[config.mk]
export PLATFORM = sky130hd
export DESIGN_NAME = uart_rx_fifo
export DESIGN_NICKNAME = d
export VERILOG_FILES = /design/src/rtl/uart_pkg.sv /design/src/rtl/uart_sync_fifo.sv /design/src/rtl/uart_rx_fifo.sv
export SDC_FILE = /design/constraint.sdc
export NUM_CORES = 1
export LEC_CHECK = 0
export CAP_MARGIN = 20
export CORE_MARGIN = 3
export CORE_UTILIZATION = 50
export DETAILED_ROUTE_END_ITERATION = 12
export PLACE_DENSITY = 0.71
export SLEW_MARGIN = 20
export SYNTH_ARGS = -nofsm -noshare
export SYNTH_HDL_FRONTEND = slang
export SYNTH_SLANG_ARGS = --single-unit
[constraint.sdc]
create_clock -name clk -period 2.1 [get_ports clk]
set_input_delay 0.63 -clock clk [delete_from_list [all_inputs] [get_ports clk]]
set_output_delay 0.63 -clock clk [all_outputs]
set_load 0.1 [all_outputs]
[src/rtl/uart_pkg.sv]
// -----------------------------------------------------------------------------
// uart_pkg
// Shared types and helpers for the UART receive path.
//   state_t     : receiver FSM states
//   data_bits_e : encoding of the data_bit_num frame-format field
//   rx_entry_t  : one receive FIFO entry {frame_err, parity_err, data}
// -----------------------------------------------------------------------------
package uart_pkg;

   typedef enum logic [2:0] {
      IDLE,
      START,
      DATA,
      PARITY,
      STOP
   } state_t;

   typedef enum logic [1:0] {
      DBITS_5 = 2'b00,
      DBITS_6 = 2'b01,
      DBITS_7 = 2'b10,
      DBITS_8 = 2'b11
   } data_bits_e;

   typedef struct packed {
      logic       frame_err;
      logic       parity_err;
      logic [7:0] data;
   } rx_entry_t;

   localparam int RX_ENTRY_W = $bits(rx_entry_t);

   // Index of the last data bit: 5 bits -> 4 ... 8 bits -> 7, i.e. {1, enc}.
   function automatic logic [2:0] last_bit_idx(input data_bits_e db);
      return {1'b1, db};
   endfunction

   // 2-of-3 majority vote.
   function automatic logic maj3(input logic a, input logic b, input logic c);
      return (a & b) | (a & c) | (b & c);
   endfunction

endpackage

[src/rtl/uart_sync_fifo.sv]
// -----------------------------------------------------------------------------
// uart_sync_fifo
// Single-clock FIFO with show-ahead read (pop_data is the current head).
// A push into a full FIFO is accepted only when a pop happens in the same
// cycle, so push+pop on full leaves the count unchanged.
// Ports:
//   clk, rst_n         clock, asynchronous active-low reset
//   push, push_data    write strobe and data
//   full               FIFO holds DEPTH entries
//   pop                read strobe (ignored when empty)
//   pop_data           head entry (undefined when empty)
//   empty              FIFO holds no entries
//   count              occupancy, 0..DEPTH
// -----------------------------------------------------------------------------
module uart_sync_fifo #(
   parameter int WIDTH = 10,
   parameter int DEPTH = 8
) (
   input  logic                     clk,
   input  logic                     rst_n,
   input  logic                     push,
   input  logic [WIDTH-1:0]         push_data,
   output logic                     full,
   input  logic                     pop,
   output logic [WIDTH-1:0]         pop_data,
   output logic                     empty,
   output logic [$clog2(DEPTH):0]   count
);

   localparam int AW = $clog2(DEPTH);
   localparam logic [AW:0] FULL_CNT = (AW+1)'(DEPTH);

   logic [WIDTH-1:0] mem [DEPTH];
   logic [AW-1:0]    wr_ptr;
   logic [AW-1:0]    rd_ptr;
   logic [AW:0]      cnt;
   logic             do_push;
   logic             do_pop;

   assign empty    = (cnt == '0);
   assign full     = (cnt == FULL_CNT);
   assign count    = cnt;
   assign pop_data = mem[rd_ptr];
   assign do_pop   = pop & ~empty;
   assign do_push  = push & (~full | do_pop);

   // Pointers wrap naturally because DEPTH is a power of two.
   always_ff @(posedge clk or negedge rst_n) begin
      if (!rst_n) begin
         wr_ptr <= '0;
         rd_ptr <= '0;
         cnt    <= '0;
      end else begin
         if (do_push) wr_ptr <= wr_ptr + AW'(1);
         if (do_pop)  rd_ptr <= rd_ptr + AW'(1);
         case ({do_push, do_pop})
            2'b10:   cnt <= cnt + (AW+1)'(1);
            2'b01:   cnt <= cnt - (AW+1)'(1);
            default: cnt <= cnt;
         endcase
      end
   end

   always_ff @(posedge clk) begin
      if (do_push) mem[wr_ptr] <= push_data;
   end

endmodule

[src/rtl/uart_rx_fifo.sv]
// -----------------------------------------------------------------------------
// uart_rx_fifo
// UART receiver with oversampling, mid-bit qualified start detection, parity,
// framing-error and break detection, feeding a receive FIFO with a
// valid/ready read port and cts_n flow control derived from the fill level.
//
// Optional build macro UART_RX_MAJORITY_EN: every bit decision is the 2-of-3
// majority of three consecutive oversamples centred on mid-bit; otherwise a
// single mid-bit sample is used.
//
// Ports:
//   clk, rst_n            clock, asynchronous active-low reset
//   tick                  oversample strobe, OVS per bit period
//   rx                    asynchronous serial input, idle high
//   data_bit_num          00=5, 01=6, 10=7, 11=8 data bits
//   stop_bit_num          0=1 stop bit, 1=2 stop bits
//   parity_en/parity_type parity present / 0=even, 1=odd
//   rts_n                 host receive enable (active low)
//   rd_valid/rd_ready     FIFO read handshake
//   rd_data               head data, right-justified
//   rd_parity_err         head entry parity error
//   rd_frame_err          head entry framing error
//   fifo_count            FIFO occupancy
//   overrun               pulse: complete frame dropped, FIFO full
//   break_det             pulse: break frame detected
//   cts_n                 registered flow-control output
// -----------------------------------------------------------------------------
module uart_rx_fifo
   import uart_pkg::*;
#(
   parameter int OVS        = 16,
   parameter int FIFO_DEPTH = 8,
   parameter int CTS_MARGIN = 2
) (
   input  logic                          clk,
   input  logic                          rst_n,
   input  logic                          tick,
   input  logic                          rx,
   input  logic [1:0]                    data_bit_num,
   input  logic                          stop_bit_num,
   input  logic                          parity_en,
   input  logic                          parity_type,
   input  logic                          rts_n,
   output logic                          rd_valid,
   input  logic                          rd_ready,
   output logic [7:0]                    rd_data,
   output logic                          rd_parity_err,
   output logic                          rd_frame_err,
   output logic [$clog2(FIFO_DEPTH):0]   fifo_count,
   output logic                          overrun,
   output logic                          break_det,
   output logic                          cts_n
);

   localparam int TW = $clog2(OVS);
   localparam int CW = $clog2(FIFO_DEPTH) + 1;

   // Decision point inside the start bit. The tick counter restarts on every
   // state entry, so later bits are decided OVS ticks after the previous one.
`ifdef UART_RX_MAJORITY_EN
   localparam logic [TW-1:0] START_DEC = TW'(OVS/2);
`else
   localparam logic [TW-1:0] START_DEC = TW'(OVS/2 - 1);
`endif
   localparam logic [TW-1:0] BIT_DEC   = TW'(OVS - 1);
   localparam logic [CW-1:0] CTS_LEVEL = CW'(FIFO_DEPTH - CTS_MARGIN);

   logic          rx_sync_p0;
   logic          rx_sync_p1;
   logic          rx_prev_p2;

   state_t        state;
   logic [TW-1:0] tick_cnt;
   data_bits_e    cfg_data;
   logic          cfg_stop2;
   logic          cfg_pen;
   logic          cfg_ptype;
   logic [2:0]    bit_idx;
   logic          stop_second;
   logic          all_zero;
   logic          frame_done;

   logic          start_edge;
   logic          dec_pt;
   logic          bit_val;

   logic [7:0]    data_sh;
   logic          par_acc;
   logic          parity_err_r;
   logic          frame_err_r;

   rx_entry_t     push_entry;
   rx_entry_t     head;
   logic          fifo_full;
   logic          fifo_empty;
   logic          pop;

   // ---- stage p0/p1: rx synchroniser, p2: previous sample for edge detect
   always_ff @(posedge clk or negedge rst_n) begin
      if (!rst_n) begin
         rx_sync_p0 <= 1'b1;
         rx_sync_p1 <= 1'b1;
         rx_prev_p2 <= 1'b1;
      end else begin
         rx_sync_p0 <= rx;
         rx_sync_p1 <= rx_sync_p0;
         rx_prev_p2 <= rx_sync_p1;
      end
   end

   assign start_edge = rx_prev_p2 & ~rx_sync_p1;
   assign dec_pt     = tick & (tick_cnt == ((state == START) ? START_DEC : BIT_DEC));

`ifdef UART_RX_MAJORITY_EN
   // The two oversamples preceding the decision tick.
   logic [1:0] smp_hist;

   always_ff @(posedge clk or negedge rst_n) begin
      if (!rst_n) begin
         smp_hist <= 2'b11;
      end else if (tick) begin
         smp_hist <= {smp_hist[0], rx_sync_p1};
      end
   end

   assign bit_val = maj3(smp_hist[1], smp_hist[0], rx_sync_p1);
`else
   assign bit_val = rx_sync_p1;
`endif

   // ---- receiver FSM
   always_ff @(posedge clk or negedge rst_n) begin
      if (!rst_n) begin
         state       <= IDLE;
         tick_cnt    <= '0;
         cfg_data    <= DBITS_5;
         cfg_stop2   <= 1'b0;
         cfg_pen     <= 1'b0;
         cfg_ptype   <= 1'b0;
         bit_idx     <= '0;
         stop_second <= 1'b0;
         all_zero    <= 1'b0;
         frame_done  <= 1'b0;
         break_det   <= 1'b0;
      end else begin
         frame_done <= 1'b0;
         break_det  <= 1'b0;
         if (tick) tick_cnt <= tick_cnt + TW'(1);

         case (state)
            IDLE: begin
               if (start_edge) begin
                  state     <= START;
                  tick_cnt  <= '0;
                  cfg_data  <= data_bits_e'(data_bit_num);
                  cfg_stop2 <= stop_bit_num;
                  cfg_pen   <= parity_en;
                  cfg_ptype <= parity_type;
                  all_zero  <= 1'b1;
               end
            end

            START: begin
               if (dec_pt) begin
                  tick_cnt <= '0;
                  bit_idx  <= '0;
                  state    <= bit_val ? IDLE : DATA;
               end
            end

            DATA: begin
               if (dec_pt) begin
                  tick_cnt <= '0;
                  if (bit_val) all_zero <= 1'b0;
                  if (bit_idx == last_bit_idx(cfg_data)) begin
                     stop_second <= 1'b0;
                     state       <= cfg_pen ? PARITY : STOP;
                  end else begin
                     bit_idx <= bit_idx + 3'd1;
                  end
               end
            end

            PARITY: begin
               if (dec_pt) begin
                  tick_cnt    <= '0;
                  stop_second <= 1'b0;
                  if (bit_val) all_zero <= 1'b0;
                  state <= STOP;
               end
            end

            STOP: begin
               if (dec_pt) begin
                  tick_cnt <= '0;
                  // Break is judged on the first stop bit; the frame ends here.
                  if (!stop_second && all_zero && !bit_val) begin
                     break_det <= 1'b1;
                     state     <= IDLE;
                  end else if (cfg_stop2 && !stop_second) begin
                     stop_second <= 1'b1;
                  end else begin
                     frame_done <= 1'b1;
                     state      <= IDLE;
                  end
               end
            end

            default: state <= IDLE;
         endcase
      end
   end

   // ---- frame assembly; cleared at each start, so no reset needed
   always_ff @(posedge clk) begin
      if (state == IDLE && start_edge) begin
         data_sh      <= '0;
         par_acc      <= 1'b0;
         parity_err_r <= 1'b0;
         frame_err_r  <= 1'b0;
      end else if (dec_pt) begin
         case (state)
            DATA: begin
               data_sh[bit_idx] <= bit_val;
               par_acc          <= par_acc ^ bit_val;
            end
            PARITY:  parity_err_r <= par_acc ^ bit_val ^ cfg_ptype;
            STOP:    if (!bit_val) frame_err_r <= 1'b1;
            default: ;
         endcase
      end
   end

   always_comb begin
      push_entry            = '0;
      push_entry.frame_err  = frame_err_r;
      push_entry.parity_err = parity_err_r;
      push_entry.data       = data_sh;
   end

   assign pop = rd_valid & rd_ready;

   uart_sync_fifo #(
      .WIDTH (RX_ENTRY_W),
      .DEPTH (FIFO_DEPTH)
   ) u_fifo (
      .clk       (clk),
      .rst_n     (rst_n),
      .push      (frame_done),
      .push_data (push_entry),
      .full      (fifo_full),
      .pop       (pop),
      .pop_data  (head),
      .empty     (fifo_empty),
      .count     (fifo_count)
   );

   // Head fields are forced to 0 when empty so the read port never shows
   // stale or uninitialised storage.
   assign rd_valid      = ~fifo_empty;
   assign rd_data       = fifo_empty ? 8'h00 : head.data;
   assign rd_parity_err = ~fifo_empty & head.parity_err;
   assign rd_frame_err  = ~fifo_empty & head.frame_err;

   // ---- status outputs
   always_ff @(posedge clk or negedge rst_n) begin
      if (!rst_n) begin
         cts_n   <= 1'b1;
         overrun <= 1'b0;
      end else begin
         cts_n   <= rts_n | (fifo_count >= CTS_LEVEL);
         overrun <= frame_done & fifo_full & ~pop;
      end
   end

endmodule

# Word level (Yosys, flattened, before mapping)
# Memories as Yosys holds them, arrays and structs flattened.
# Cells that the tools add are included.
[word_totals]
reg_bits = 45
latch_bits = 0
ramBits = 80
romBits = 0
word_cells = 139
memories = 1
[op_classes]
addsub = 6
multipliers = 0
n_div = 0
order_cmp = 3
n_eq_ne = 21
n_shift = 0
mux = 45
n_bitwise = 17
n_reduce_logical = 23
[mem_list]
columns = ["name", "depth", "word_bits", "rd", "rd_ports_with_merged_regs", "write_ports", "line", "text"]
rows = [
  ["u_fifo.mem", 8, 10, 1, 0, 1, "uart_sync_fifo.sv:33", "logic [WIDTH-1:0] mem [DEPTH];"],
]
[op_table]
columns = ["op", "n"]
rows = [
  ["$mux W3", 12],
  ["$mux W1", 19],
  ["$ne A2 B2 Y1 const B", 9],
  ["$mux W4", 4],
  ["$pmux W4 S2", 2],
  ["$pmux W3 S5", 1],
  ["$reduce_and A7 Y1", 2],
  ["$add A3 B1 Y3 const B", 3],
  ["$and A1 B1 Y1", 9],
  ["$add A4 B1 Y4 const B", 2],
  ["$bwmux W8", 1],
  ["$mux W8", 1],
  ["$reduce_and A4 Y1", 2],
  ["$eq A3 B2 Y1 const B", 2],
  ["$pmux W3 S2", 1],
  ["$reduce_and A2 Y1", 3],
  ["$reduce_bool A2 Y1", 3],
  ["$logic_and A1 B1 Y1", 5],
  ["$eq A4 B4 Y1", 1],
  ["$eq A4 B4 Y1 const B", 1],
  ["$ge A4 B3 Y1 const B", 1],
  ["$logic_not A4 Y1", 1],
  ["$lt A3 B4 Y1 const B", 1],
  ["$ne A2 B1 Y1 const B", 2],
  ["other kinds (21)", 27],
]

# Logic depth before layout (Yosys ltp)
[depth]
depth_word = 8
depth_mapped = 7
mapped_depth_nobuf = 7

# Modules after synthesis
# A second synthesis with hierarchy kept.
[hier_totals]
hier_cells = 371
area_unflattened_um2 = 5514.0
[modules_own_cells]
columns = ["module", "instances", "cells_per_inst", "area_each_um2", "seq_area_each_um2"]
rows = [
  ["uart_sync_fifo", 1, 181, 3668.5, 2652.5],
  ["uart_rx_fifo", 1, 190, 1845.5, 825.8],
]

# Least setup slack after synthesis
# Ideal clock, no wire load.
[synth_path]
path_type = "reg-to-output"
start = "register u_fifo.cnt[1], in the netlist u_fifo.count[1]"
end = "output rd_data[0]"
arrival_ns = 2.874
slack_ns = -1.404
path_stages_with_launch = 5
path_buffers = 1
path_cell_list = "dfrtp_1 -> or3_1 -> nor2_1 -> clkbuf_1 -> nor2_1"
[synth_via]
elab_chain_len = 2
[synth_lines]
columns = ["item", "line", "text"]
rows = [
  ["start, declared", "uart_sync_fifo.sv:36", "logic [AW:0] cnt;"],
  ["start signal, assigned", "uart_sync_fifo.sv:57", "2'b10: cnt <= cnt + (AW+1)'(1);"],
  ["start signal, assigned", "uart_sync_fifo.sv:58", "2'b01: cnt <= cnt - (AW+1)'(1);"],
  ["start signal, assigned", "uart_sync_fifo.sv:59", "default: cnt <= cnt;"],
  ["$logic_not A4 Y1", "uart_sync_fifo.sv:40", "assign empty = (cnt == '0);"],
  ["$mux W8", "uart_rx_fifo.sv:261", "assign rd_data = fifo_empty ? 8'h00 : head.data;"],
  ["end, declared", "uart_rx_fifo.sv:46", "output logic [7:0] rd_data,"],
]
# No other way between the ends.

# Worst setup path in the final report
[layout_path]
start = "register u_fifo.rd_ptr[0]"
end = "output rd_data[0]"
[layout_via]
elab_chain_len = 2
[layout_lines]
columns = ["item", "line", "text"]
rows = [
  ["start, declared", "uart_sync_fifo.sv:35", "logic [AW-1:0] rd_ptr;"],
  ["start signal, assigned", "uart_sync_fifo.sv:55", "if (do_pop) rd_ptr <= rd_ptr + AW'(1);"],
  ["$mem_v2 Z8 W10", "--", ""],
  ["$mux W8", "uart_rx_fifo.sv:261", ""],
]
# No other way between the ends.

==> metrics.md <==
| Metric | Value |
|---|---|
| Clk Latency, worst-skew pair | `0.50 ns` |
| CTS tree | `done` |
| DRC Markers | `0` |
| Crit path largest cell delay | `0.56 ns` |
| Vias | `3122` |
| Yosys top cell by area | `edfxtp_1` |
| Post-synthesis cell type count | `48` |
| Failing checks | `negative setup slack` |
| Synth warnings | `0` |
| # rows | `36` |
| Layout cells sized above 1 | `0.360` |
| Wire per inst | `17.6 um` |
| Port Buffers | `28` |
| Multi-input logic area | `0.00190 mm^2` |
| Setup crit end kind | `primary output` |
| Max frequency | `362 MHz` |
| Hold Path Class | `primary input to async pin` |
| Reg power frac | `0.334` |
| RSZ-0062 raised after global routing | `yes` |
| Synthesized area | `0.00523 mm^2` |
| Die Span X | `108 um` |
| Final worst-path cycle share | `1.32` |
| Final Slew Violations | `0` |
| Int Power | `0.00593 W` |
| Max-Cap Viols | `0` |
| Critical path type | `flip-flop to primary output` |
| Clock buffer count from CTS | `17` |
| Syn_area_per_cell | `15.1 um^2` |
| Worst IR Drop VDD | `0.000941 V` |
| I/O pin total | `29` |
| Die height | `108 um` |
| Share of flip-flops with an asynchronous set or reset | `0.272` |
| Crit path time final | `2.76 ns` |
| Main synth FF type | `edfxtp_1` |
| Clock power share | `0.281` |
| Clk sinks | `125` |
| Vias in the first global route | `3275` |
| Cell mode on critical path | `buf_12` |
| Count leader, synth | `edfxtp_1` |
| EDFF count, synth | `80` |
| Total Nets Final | `431` |
| Synth top area share | `0.460` |
| Clock skew | `0.00905 ns` |
| Routed WL | `9.86 mm` |
| Synth top area cells | `edfxtp_1, dfrtp_1, mux4_2` |
| Initial antenna violation count | `0` |
| Global-route wire length before repair | `16.8 mm` |
| Largest net degree at the start of global routing | `35` |
| Status | `finished with violations` |
| Post-DP HPWL | `6.34 mm` |
| Worst-path fanout max | `10` |
| Slowest cell on crit path | `mux4_2` |
| Req. time, crit path | `1.47 ns` |
| Total grt overflow | `0` |
| Vias per inst | `5.57` |
| GP Congestion | `0.838` |
| Starting density of the core | `0.525` |
| Core Footprint | `0.00995 mm^2` |
| Post-route ant nets | `0` |
| CP Launch Type | `flip-flop` |
| Cells along the critical path | `buf_12 > mux4_2 > mux2i_4 > nor2_4 > buf_12` |
| Fillers | `620` |
| Seq cells post-synth | `125` |
| Cell family with most CP delay | `multiplexers` |
| Dpl ws | `-0.234 ns` |
| Sw Pwr | `0.00332 W` |
| Syn Nets | `362` |
| Initial DRC count | `140` |
| Final WS setup | `-0.665 ns` |
| Post-CTS setup buffers | `0` |
| # setup viols final | `11` |
| CTS hold repair buffers | `0` |
| Layout area overhead | `33.1%` |
| Gate power share | `0.386` |
| Die Area | `0.0117 mm^2` |
| Root Buffer | `clkbuf_8` |
| Leakage power | `2.42 nW` |
| Ant. Diodes | `0` |
| Switch share | `0.359` |
| H-tree levels | `4` |
| Sequential cell area fraction in the yosys report | `0.665` |
| Pwr dens | `1330 mW/mm^2` |
| Final hold violation count | `0` |
| Mapped Cells | `346` |
| Worst-path clk slew | `0.06 ns` |
| Rel. slew slack | `0.507` |
| Pre-Repair DR Iteration Count | `4` |
| GRT Overall Usage | `0.191` |
| Synth top cells by count | `edfxtp_1, nand2_1, nor2_1` |
| Worst Hold Margin | `0.189 ns` |
| Worst slew pin tran | `0.739 ns` |
| CP Buf/Inv Count | `2` |
| FF+latch area | `0.00349 mm^2` |
| CTS Buffer Depth | `2` |
| Arrival @ worst endpoint | `2.13 ns` |
==> worst reg2reg max path, delay by kind of cell, from the launching register on <==
family / cells / cell delay, ns
simple gates: 1 / 0.12
fa+ha+maj: 1 / 0.27
compound gates: 1 / 0.39
flops: 1 / 0.47
buf+inv: 1 / 0.17
xor+xnor: 1 / 0.16
mux: 1 / 0.26
==> logic make-up (layout without fill, tap and decap cells) <==
logic type / count (synthesis) / in the layout / synth area share
flops: 125 / 125 / 0.665
simple gates: 106 / 106 / 0.0998
mux: 47 / 47 / 0.140
compound gates: 28 / 28 / 0.0433
buf+inv: 21 / 103 / 0.0163
xor+xnor: 14 / 14 / 0.0235
fa+ha+maj: 5 / 5 / 0.0120
==> sequential cells by signal, summed over array words and instances (netlist names), 2 cells and up <==
signal         flops
cfg_data           2
u_fifo.wr_ptr      3
u_fifo.mem        80
u_fifo.rd_ptr      3
data_sh            8
tick_cnt           4
state              3
bit_idx            3
u_fifo.count       4
==> per-layer routing <==
layer | part of all wire | track usage
met4 | 0.019 | 0.0757
met5 | 0 | 0
met1 | 0.44 | 0.254
met3 | 0.034 | 0.0591
met2 | 0.50 | 0.298
==> path summary, 6_finish.rpt <==
| path | start | to | slack (ns) | cells after the start |
|---|---|---|---|---|
| worst max-delay path | u_fifo.rd_ptr[0]$_DFFE_PN0N_ | rd_data[0] | -0.66 | 5 |
| worst min-delay path | rst_n | bit_idx[2]$_DFFE_PN0P_ | 0.19 | 1 |
| worst max register to register | u_fifo.count[2]$_DFFE_PN0P_ | u_fifo.count[1]$_DFFE_PN0P_ | 0.14 | 6 |
| worst min register to register | rx_sync_p0$_DFF_PN1_ | bit_val$_DFF_PN1_ | 0.36 | 0 |
| max in group asynchronous | rst_n | u_fifo.count[1]$_DFFE_PN0P_ | 1.36 | 1 |
| min in group clk | rx_sync_p0$_DFF_PN1_ | bit_val$_DFF_PN1_ | 0.36 | 0 |
==> layout by cell type (no fill, tap or decap), drive strengths merged, types with 6 or more instances in the layout <==
cell            n
xnor2          10
inv             7
mux4           20
edfxtp         80
nor3b           7
clkbuf         17
nor3            6
buf            55
clkdlybuf4s50   9
nand2          33
dfrtp          30
nand3           6
nor2           31
dfxtp          11
clkinv          9
mux2i          22
==> cell type report <==
| class | count | area share |
|---|---|---|
| Clock buffer | 17 | 0.0595 |
| Clock inverter | 15 | 0.0182 |
| Inverter | 7 | 0.00378 |
| Multi-Input combinational cell | 200 | 0.273 |
| Sequential cell | 125 | 0.502 |
| Tap cell | 133 | 0.0239 |
| Timing Repair Buffer | 64 | 0.120 |
==> power by group through the flow <==
stage	combinational, W	sequential (W)	clock, W
after floorplan	0.00201	0.00334	0
after global placement	0.00329	0.00309	0
after detailed placement	0.00335	0.00311	0
after CTS	0.00350	0.00308	0.00264
after global routing	0.00379	0.00312	0.00277
final	0.00357	0.00308	0.00260
==> per-stage QoR <==
step                      total power, W  utilization  area [um^2]  cells  TNS [ns]
after floorplan                  0.00535            -         5380    346     -1.29
after CTS                        0.00923        0.692         6890    561     -7.40
after global routing             0.00967        0.699         6960    561     -7.74
final                            0.00925        0.699         6960    561     -6.73
after detailed placement         0.00646        0.629         6260    528    -18.40
after global placement           0.00638        0.629         6260    528    -17.42
==> what timing repair did <==
item / in CTS / in global routing
resized for setup: 15 / 8
endpoints found under the setup margin: 11 / 11
cloned: 1 / 0
pin swaps: 2 / 2
Power figures use the tool's default switching activity.
